### config.mk
export PLATFORM = sky130hd
export DESIGN_NAME = lfu_victim_select
export DESIGN_NICKNAME = d
export VERILOG_FILES = /design/src/rtl/lfu_victim_select.sv
export SDC_FILE = /design/constraint.sdc
export NUM_CORES = 1
export LEC_CHECK = 0
export BUFFER_PORTS_ARGS = -buffer_cell sky130_fd_sc_hd__buf_2
export CAP_MARGIN = 0
export CORE_MARGIN = 8
export CORE_UTILIZATION = 51
export DETAILED_ROUTE_END_ITERATION = 16
export GPL_ROUTABILITY_DRIVEN = 0
export PLACE_DENSITY = 0.75
export SLEW_MARGIN = 40
export SYNTH_ARGS = -nofsm -noshare
export SYNTH_HDL_FRONTEND = slang
export SYNTH_SLANG_ARGS = --single-unit
### constraint.sdc
create_clock -name clk -period 2.2 [get_ports clk]
set_input_delay 0.44 -clock clk [delete_from_list [all_inputs] [get_ports clk]]
set_output_delay 0.44 -clock clk [all_outputs]
set_load 0.01 [all_outputs]
### src/rtl/lfu_victim_select.sv
`default_nettype none
// ============================================================================
// Module      : lfu_victim_select
// Description : LFU replacement engine for one cache set. It keeps saturating
//               per-way counters with aging and uses a 2-stage min-tree to
//               select the victim way.
// Revision    : 1.0 - initial release
// ============================================================================
module lfu_victim_select #(
    parameter int NUM_WAYS   = 4,
    parameter int CNT_W      = 4,
    parameter int AGE_PERIOD = 0
) (
    input  logic                          clk,
    input  logic                          rst_n,
    input  logic                          hit_valid,
    input  logic [$clog2(NUM_WAYS)-1:0]   hit_way,
    input  logic                          fill_valid,
    input  logic [$clog2(NUM_WAYS)-1:0]   fill_way,
    input  logic                          victim_req,
    output logic                          victim_valid,
    output logic [$clog2(NUM_WAYS)-1:0]   victim_way,
    output logic [CNT_W-1:0]              victim_count,
    output logic                          age_pulse,
    output logic [NUM_WAYS*CNT_W-1:0]     counts
);
    localparam int WAY_W = $clog2(NUM_WAYS);
    localparam int PAIRS = NUM_WAYS / 2;
    localparam logic [CNT_W-1:0] C_CNT_MAX = '1;

    logic [CNT_W-1:0] r_cnt     [NUM_WAYS];
    logic [CNT_W-1:0] w_cnt_nxt [NUM_WAYS];
    logic             w_sat_age;
    logic             w_per_age;
    logic             w_age;

    assign w_sat_age = hit_valid && (r_cnt[hit_way] == C_CNT_MAX);
    assign w_age     = w_sat_age || w_per_age;

    generate
        if (AGE_PERIOD > 0) begin : g_age_timer
            localparam int TMR_W = (AGE_PERIOD > 1) ? $clog2(AGE_PERIOD) : 1;
            localparam logic [TMR_W-1:0] C_TMR_LAST = TMR_W'(AGE_PERIOD - 1);
            logic [TMR_W-1:0] r_timer;

            assign w_per_age = (r_timer == C_TMR_LAST);

            always_ff @(posedge clk or negedge rst_n) begin
                if (!rst_n) begin
                    r_timer <= '0;
                end else if (w_per_age) begin
                    r_timer <= '0;
                end else begin
                    r_timer <= r_timer + TMR_W'(1);
                end
            end
        end else begin : g_no_age_timer
            assign w_per_age = 1'b0;
        end
    endgenerate

    // Halve first, then increment the hit way; a fill overrides both.
    always_comb begin
        for (int i = 0; i < NUM_WAYS; i++) begin
            w_cnt_nxt[i] = w_age ? (r_cnt[i] >> 1) : r_cnt[i];
            if (hit_valid && (hit_way == WAY_W'(i))) begin
                w_cnt_nxt[i] = w_cnt_nxt[i] + CNT_W'(1);
            end
            if (fill_valid && (fill_way == WAY_W'(i))) begin
                w_cnt_nxt[i] = CNT_W'(1);
            end
        end
    end

    always_ff @(posedge clk or negedge rst_n) begin
        if (!rst_n) begin
            for (int i = 0; i < NUM_WAYS; i++) begin
                r_cnt[i] <= '0;
            end
            age_pulse <= 1'b0;
        end else begin
            for (int i = 0; i < NUM_WAYS; i++) begin
                r_cnt[i] <= w_cnt_nxt[i];
            end
            age_pulse <= w_age;
        end
    end

    // Stage 1: first tree level on the pre-update counters.
    logic [WAY_W-1:0] w_s1_way [PAIRS];
    logic [CNT_W-1:0] w_s1_cnt [PAIRS];
    logic [WAY_W-1:0] r_s1_way [PAIRS];
    logic [CNT_W-1:0] r_s1_cnt [PAIRS];
    logic             r_s1_valid;

    always_comb begin
        for (int j = 0; j < PAIRS; j++) begin
            if (r_cnt[2*j+1] < r_cnt[2*j]) begin
                w_s1_way[j] = WAY_W'(2*j+1);
                w_s1_cnt[j] = r_cnt[2*j+1];
            end else begin
                w_s1_way[j] = WAY_W'(2*j);
                w_s1_cnt[j] = r_cnt[2*j];
            end
        end
    end

    always_ff @(posedge clk or negedge rst_n) begin
        if (!rst_n) begin
            r_s1_valid <= 1'b0;
            for (int j = 0; j < PAIRS; j++) begin
                r_s1_way[j] <= '0;
                r_s1_cnt[j] <= '0;
            end
        end else begin
            r_s1_valid <= victim_req;
            if (victim_req) begin
                for (int j = 0; j < PAIRS; j++) begin
                    r_s1_way[j] <= w_s1_way[j];
                    r_s1_cnt[j] <= w_s1_cnt[j];
                end
            end
        end
    end

    // Stage 2: pairs are index-ordered, so a strict compare keeps the lower way on ties.
    logic [WAY_W-1:0] w_min_way;
    logic [CNT_W-1:0] w_min_cnt;

    always_comb begin
        w_min_way = r_s1_way[0];
        w_min_cnt = r_s1_cnt[0];
        for (int j = 1; j < PAIRS; j++) begin
            if (r_s1_cnt[j] < w_min_cnt) begin
                w_min_way = r_s1_way[j];
                w_min_cnt = r_s1_cnt[j];
            end
        end
    end

    always_ff @(posedge clk or negedge rst_n) begin
        if (!rst_n) begin
            victim_valid <= 1'b0;
            victim_way   <= '0;
            victim_count <= '0;
        end else begin
            victim_valid <= r_s1_valid;
            if (r_s1_valid) begin
                victim_way   <= w_min_way;
                victim_count <= w_min_cnt;
            end
        end
    end

    generate
        for (genvar g = 0; g < NUM_WAYS; g++) begin : g_counts
            assign counts[g*CNT_W +: CNT_W] = r_cnt[g];
        end
    endgenerate

endmodule
`default_nettype wire

# --- Yosys cells after proc, flatten, opt, wreduce, memory -nomap -nowiden ---
# Index checks and enable logic that the tools add are counted.
totals:
  mem_bits_rw: 0
  mem_bits_ro: 0
  latch_bits: 0
  input_bits: 9
  register_bits: 37
  n_memories: 0
  elab_cells: 61
  output_inout_bits: 24
op_classes:
  n_lt_le_gt_ge: 4
  n_div: 0
  add_sub_neg: 4
  mux: 21
  bitwise: 1
  shifts: 0
  reduce_logical: 11
  eq_ne: 7
  mul: 0
op_table:
  columns: ["op", "count"]
  rows:
  - ["4-bit two-way mux", 17]
  - ["4-bit by 1-bit adder with 4-bit output, second input constant", 4]
  - ["4-bit < comparator", 3]
  - ["1-bit logical AND", 9]
  - ["4-bit binary-select mux with 2-bit select", 1]
  - ["2-bit equality test, second input constant", 4]
  - ["2-bit by 1-bit equality test with 1-bit output, second input constant", 2]
  - ["4-bit equality test, second input constant", 1]
  - ["2-bit zero test", 2]
  - ["3-bit greater-or-equal comparator, second input constant", 1]
  - ["2-bit inverter with 3-bit output", 1]
  - ["1-bit two-way mux", 2]
  - ["2-bit two-way mux", 1]

# --- Depth between registers and ports, before layout ---
# Gate-level depths: netlist of run 1.
logic_depth:
  depth_word: 10
  depth_mapped: 13
  mapped_depth_nobuf: 10

# --- Worst setup path before layout of run 1 ---
# No wires, ideal clock.
synth_path:
  path_kind: "in2reg"
  from: "input hit_way[0]"
  to: "register r_cnt (netlist bit counts[14])"
  path_slack_ps: -40
  required_time_ps: 2105
  stages: 11
  path_buffers: 1
  t_arrival_ps: 2144
  setup_ps: 95
  path_cell_list: "buf_2 > nand4b_1 > nand3_1 > o2111ai_4 > inv_4 > mux2_2 > ha_1 > nand2_1 > nand3_1 > mux2_2 > o31ai_1"
synth_rtl:
  columns: ["element", "line", "text"]
  rows:
  - ["start, declared", "17", "input logic [$clog2(NUM_WAYS)-1:0] hit_way,"]
  - ["end signal, assigned by index", "83", "r_cnt[i] <= w_cnt_nxt[i];"]
  - ["end, declared", "31", "logic [CNT_W-1:0] r_cnt [NUM_WAYS];"]

==> run_results.csv, run 1 <==
group,metric,value,unit
run_status,outcome,"finished, violations left",
run_status,violations,"negative setup slack",
clock_network,cts_root_buf,"clkbuf_8",
sta,hold_ws,104,ps
final_layout,finalNetCount,317,
die,core-area,4060,um^2
die,fp.dieW,81.2,um
final_layout,final_common_cell,"buf_4",
die,die_h,81.2,um
worst_setup_path,worst-path-buf-inv,1,
worst_setup_path,critPathTopFamily,"multiplexers",
clock_network,cts_tree,"built",
clock_network,clk_latency,290,ps
die,boundaryPins,33,
placement,dp_cells,329,
sta,finClkSkew,11.9,ps
sta,finalMaxSlewViolations,0,
clock_network,clk_pin_slew,80,ps
global_route,track_usage,16.8,%
clock_network,htreeDepth,2,
clock_network,cts_buffers,5,
sta,grt_setup_unrepaired,"yes",
job,maxCapViolations,0,
sta,setup_viol,2,
final_layout,synthToLayoutAreaGrowth,34.7,%
clock_network,hold_buffers,0,
final_layout,drive_gt1_share,36.8,%
routing,dr.pass1.iters,4,
clock_network,cts_buffer_depth,2,
min_path,worstHoldPathType,"input pin to async pin",
routing,drc,0,
final_layout,fin_cells,346,
final_layout,final_cell_mix,"buf_4 (37), dfrtp_1 (36), buf_2 (31), a21oi_1 (24), nor2_1 (20)",
synthesis,synthCells,226,
final_layout,antenna_cells,0,
sta,slew_headroom,43.8,%
die,initial_core_util,53.4,%
synthesis,ys_ff_latch,36,
global_route,antenna_found_initial,0,
routing,antenna_left,0,
synthesis,syn_area,2170,um^2
worst_setup_path,critPathSlowestCell,"mux4_2",
pwr,powerDensity,966,nW/um^2
worst_setup_path,end_kind,"register",
worst_setup_path,worstPathArrival,2440,ps
die,die-area,6590,um^2
sta,worst_pin_slew,841,ps
synthesis,avgSynthCellArea,9.58,um^2
routing,finalWirelength,5.67,mm
synthesis,syn_nets,248,
routing,drt_iter0_drc,74,
pwr,p_leak,1.42,nW
synthesis,yosysWarnings,0,
worst_setup_path,cp_cell_sequence,"mux4_2 -> o2111ai_4 -> inv_4 -> mux2_4 -> ha_4 -> nand2_4 -> nand3_1 -> mux2_4 -> o31ai_2",
worst_setup_path,slowest_delay,510,ps
die,rows,23,
pwr,peakVddDrop,0.000521,V
sta,hold_viol_final,0,
clock_network,cts_sinks,36,
sta,min_period_over_period,101,%
global_route,overflow,0,
placement,io_buffers,32,
final_layout,nFillCells,292,
global_route,grt_max_degree,37,
worst_setup_path,crit_required,2410,ps
synthesis,ys_seq_area_share,41.6,%
worst_setup_path,crit_path_frequent_cell,"mux2_4",
worst_setup_path,worst_setup_path_start_kind,"register",
worst_setup_path,critPathMaxFanout,5,
routing,wire_per_inst,16.4,um
synthesis,ys_types,38,
routing,vias,1984,
sta,post-route-min-period,2230,ps
global_route,grt_pass1_wl,8.74,mm
global_route,grt_pass1_vias,1867,
worst_setup_path,critPathKind,"register to register",
routing,vias_per_cell,5.73,
placement,hpwlAfterDp,3.79,mm
sta,fin_ws,-30.7,ps
sta,max_clock_freq,0.448,GHz
[cell usage after synthesis]
| cell | instances | area, um^2 |
|---|---|---|
| a211oi_1 | 3 | 22.5 |
| a21oi_1 | 24 | 120 |
| a311oi_1 | 2 | 17.5 |
| a31oi_1 | 1 | 6.26 |
| and3_1 | 5 | 31.3 |
| and3b_1 | 2 | 17.5 |
| buf_2 | 1 | 5.00 |
| buf_6 | 2 | 22.5 |
| clkbuf_1 | 5 | 18.8 |
| dfrtp_1 | 36 | 901 |
| ha_1 | 13 | 163 |
| inv_1 | 14 | 52.6 |
| inv_4 | 1 | 6.26 |
| mux2_1 | 1 | 11.3 |
| mux2_2 | 7 | 78.8 |
| mux2i_1 | 12 | 120 |
| mux2i_2 | 2 | 27.5 |
| mux4_2 | 1 | 22.5 |
| nand2_1 | 13 | 48.8 |
| nand2b_1 | 3 | 18.8 |
| nand3_1 | 13 | 65.1 |
| nand3b_1 | 1 | 7.51 |
| nand4_1 | 5 | 31.3 |
| nand4b_1 | 2 | 17.5 |
| nor2_1 | 20 | 75.1 |
| nor3_1 | 5 | 25.0 |
| nor3b_1 | 2 | 15.0 |
| nor4_1 | 5 | 31.3 |
| o2111ai_4 | 1 | 26.3 |
| o211ai_1 | 2 | 15.0 |
| o21a_1 | 2 | 15.0 |
| o21ai_0 | 4 | 20.0 |
| o21ai_1 | 5 | 25.0 |
| o21ba_1 | 2 | 20.0 |
| o22ai_1 | 1 | 6.26 |
| o31ai_1 | 3 | 22.5 |
| or2_2 | 3 | 18.8 |
| or3b_2 | 2 | 17.5 |
[layout make-up]
type,count,area [um^2],area share (%)
timing repair buffer,70,455,15.6
sequential,36,901,30.9
clock buffer,7,96.3,3.30
multi-input combinational,167,1310,45.0
inverter,15,58.8,2.02
tap,50,62.6,2.15
clock inverter,1,30.0,1.03
[flip-flops by register name (all words and copies together), names as in the netlist]
name,flops
age_pulse,1
counts,16
r_s1_cnt,8
r_s1_valid,1
r_s1_way,3
victim_count,4
victim_valid,1
victim_way,2
[power by group]
part | internal, W | switching (W) | total, W
sequential | 0.000835 | 0.000104 | 0.000939
clock | 0.000400 | 0.000248 | 0.000648
combinational | 0.000588 | 0.000641 | 0.00123
total | 0.00182 | 0.000992 | 0.00282
[per-layer routing]
metal / up-vias / part of all wire [%] / track usage [%]
met5: - / 0 / 0
met4: 0 / 1.6 / 4.82
met3: 10 / 5.1 / 3.75
met2: 71 / 49 / 27.6
met1: 935 / 44 / 21.6
li1: 968 / - / -
[worst paths after layout]
path                              from           to  slack (ps)  cells past startpoint
max                         counts[11]   counts[14]         -30                      9
min in group clk            victim_req   r_s1_valid         460                      1
min                              rst_n    counts[9]         100                      1
min reg2reg                r_s1_way[1]  r_s1_way[1]         480                      1
max reg2reg                 counts[11]   counts[14]         -30                      9
max in group asynchronous        rst_n    counts[7]        1770                      1
[stage by stage]
step           total power (W)  util [%]  cell area, um^2  TNS (ps)  worst slack [ps]
2_1_floorplan          0.00163         -             2170     -31.9             -16.0
6_report               0.00282      71.9             2920     -48.9             -30.7
4_1_cts                0.00271      66.7             2710     -73.5             -37.5
3_5_place_dp           0.00204      63.2             2560     -1250              -223
5_1_grt                0.00303      71.9             2920      -274              -114
3_3_place_gp           0.00201      63.2             2560      -939              -190
[timing repair]
item                                    in CTS  in global routing
endpoints found under the setup margin       5                  6
pin swaps                                    1                  6
gates resized for setup                      3                 31
setup buffers                                0                  9
[kinds of logic after synthesis]
kind of cell               count (synthesis)  share of synthesized area, %
and+or+nand+nor                           81                          19.4
AOI/OAI and AO/OA                         50                          14.6
DFF                                       36                          41.6
buffers and inverters                     23                          4.85
muxes                                     23                          12.0
adders and majority gates                 13                          7.51
No activity file was read; power rests on OpenSTA's default activity.
==> run 2, diff against run 1 <==
- CORE_UTILIZATION: 51 -> 59
- PLACE_DENSITY: 0.75 -> 0.81
- clock period: 2.2 -> 2.8 ns (I/O delays scaled with it)
==> run 2 against run 1 <==
Compared with the run above:
- the flow now finishes without violations
- first-iteration DRC count decreased by 22%
- design area decreased by 15%
- register-to-register slack improved by 460 ps
- sequential power decreased by 14%
- clock power decreased by 30%
- utilization decreased by 3.2 points
- global-route usage about the same
- power decreased by 30%
- via count decreased by 9.1%
- combinational power decreased by 43%
- worst hold slack improved by 110 ps
- clock skew decreased by 3.2 ps
- critical endpoint is now counts[2]
==> run_results.csv, run 2 (synthesis gave the netlist of run 1 again) <==
group,metric,value,unit
sta,setup_tns,0,ps
routing,wire_per_inst,15.6,um
clock_network,htreeDepth,2,
worst_setup_path,critPathKind,"input pin to register",
placement,hpwlAfterDp,3.53,mm
clock_network,cts_root_buf,"clkbuf_8",
routing,drt_iter0_drc,58,
pwr,p_leak,1.15,nW
routing,drc,0,
global_route,antenna_found_initial,0,
die,rows,22,
global_route,grt_pass1_wl,8.36,mm
placement,io_buffers,32,
pwr,powerDensity,792,nW/um^2
worst_setup_path,rrSetupSlack,430,ps
worst_setup_path,worstPathArrival,2590,ps
die,die-area,5870,um^2
clock_network,cts_buffers,5,
routing,vias_per_cell,5.83,
final_layout,synthToLayoutAreaGrowth,14.3,%
worst_setup_path,crit_required,2950,ps
clock_network,cts_tree,"built",
worst_setup_path,r2r-start,"counts[11]",
final_layout,final_common_cell,"dfrtp_1",
placement,dp_cells,301,
sta,hold_ws,211,ps
final_layout,fin_cells,309,
die,boundaryPins,33,
placement,dp_slack,82.4,ps
routing,vias,1803,
global_route,grt_max_degree,37,
sta,grt_setup_unrepaired,"no",
job,maxCapViolations,0,
clock_network,hold_buffers,0,
clock_network,cts_setup_buffers,0,
sta,finClkSkew,8.67,ps
sta,worst_pin_slew,559,ps
worst_setup_path,r2r_cells,9,
clock_network,cts_sinks,36,
routing,finalWirelength,4.81,mm
global_route,track_usage,16.8,%
global_route,overflow,0,
routing,antenna_left,0,
sta,hold_viol_final,0,
pwr,peakVddDrop,0.000397,V
final_layout,finalNetCount,282,
final_layout,antenna_cells,0,
worst_setup_path,worst_setup_path_start_kind,"input pin",
routing,dr.pass1.iters,4,
clock_network,cts_buffer_depth,2,
final_layout,final_cell_mix,"dfrtp_1 (36), buf_2 (31), a21oi_1 (24), nor2_1 (20), inv_1 (14)",
clock_network,clk_pin_slew,80,ps
clock_network,clk_latency,290,ps
run_status,outcome,"complete, no violations",
sta,post-route-min-period,2440,ps
worst_setup_path,critPathMaxFanout,19,
pwr,p_total,0.00196,W
sta,slew_headroom,62.6,%
sta,setup_viol,0,
final_layout,drive_gt1_share,23.0,%
die,initial_core_util,60.1,%
min_path,worstHoldPathType,"input pin to async pin",
worst_setup_path,end_kind,"register",
final_layout,largest_register_ffs,16,
sta,min_period_over_period,87.2,%
worst_setup_path,rr_endpoint,"counts[2]",
die,fp.dieW,76.6,um
sta,fin_ws,359,ps
sta,max_clock_freq,0.410,GHz
sta,finalMaxSlewViolations,0,
global_route,grt_pass1_vias,1827,
die,core-area,3610,um^2
clock_network,cts.repair.resized,0,
die,die_h,76.6,um
-- run 2: worst max path at each step --
stage,slack (ps),start,depth (start not counted),end
4_1_cts,390,hit_way[0],10,counts[2]
2_1_floorplan,440,hit_way[0],11,counts[14]
3_3_place_gp,170,hit_way[0],10,counts[2]
6_report,360,hit_way[0],10,counts[2]
3_5_place_dp,80,hit_way[0],10,counts[2]
5_1_grt,240,hit_way[0],10,counts[2]
-- run 2: power by group --
part	switching (W)	total, W	internal, W
sequential	0.000148	0.000804	0.000656
clock	0.000193	0.000456	0.000263
combinational	0.000374	0.000700	0.000326
total	0.000715	0.00196	0.00125
-- run 2: layer usage --
metal / global-route usage, % / vias up / part of all wire [%]
li1: - / 892 / -
met1: 20.0 / 863 / 45
met2: 28.7 / 44 / 50
met3: 4.60 / 4 / 4.4
met4: 5.19 / 0 / 0.71
met5: 0 / - / 0
-- run 2: through the flow --
step	cell area, um^2	utilization [%]
floorplan	2170	-
global placement	2360	65.5
detailed placement	2360	65.5
CTS	2470	68.6
global route	2480	68.7
finish	2480	68.7
-- run 2: layout make-up --
type	count	area [um^2]
Multi-Input combinational cell	167	1160
Fill cell	311	1130
Clock inverter	3	42.5
Clock buffer	5	68.8
Timing Repair Buffer	35	185
Sequential cell	36	901
Inverter	15	58.8
Tap cell	48	60.1
-- run 2: worst max-delay path, cell delays in order --
cell and delay (ps):
buf_2 190, mux4_2 550, o2111ai_4 140, buf_4 300, mux2i_2 270, ha_1 170, nand2_1 80, nand3_1 120
mux2_2 140, o31ai_1 60
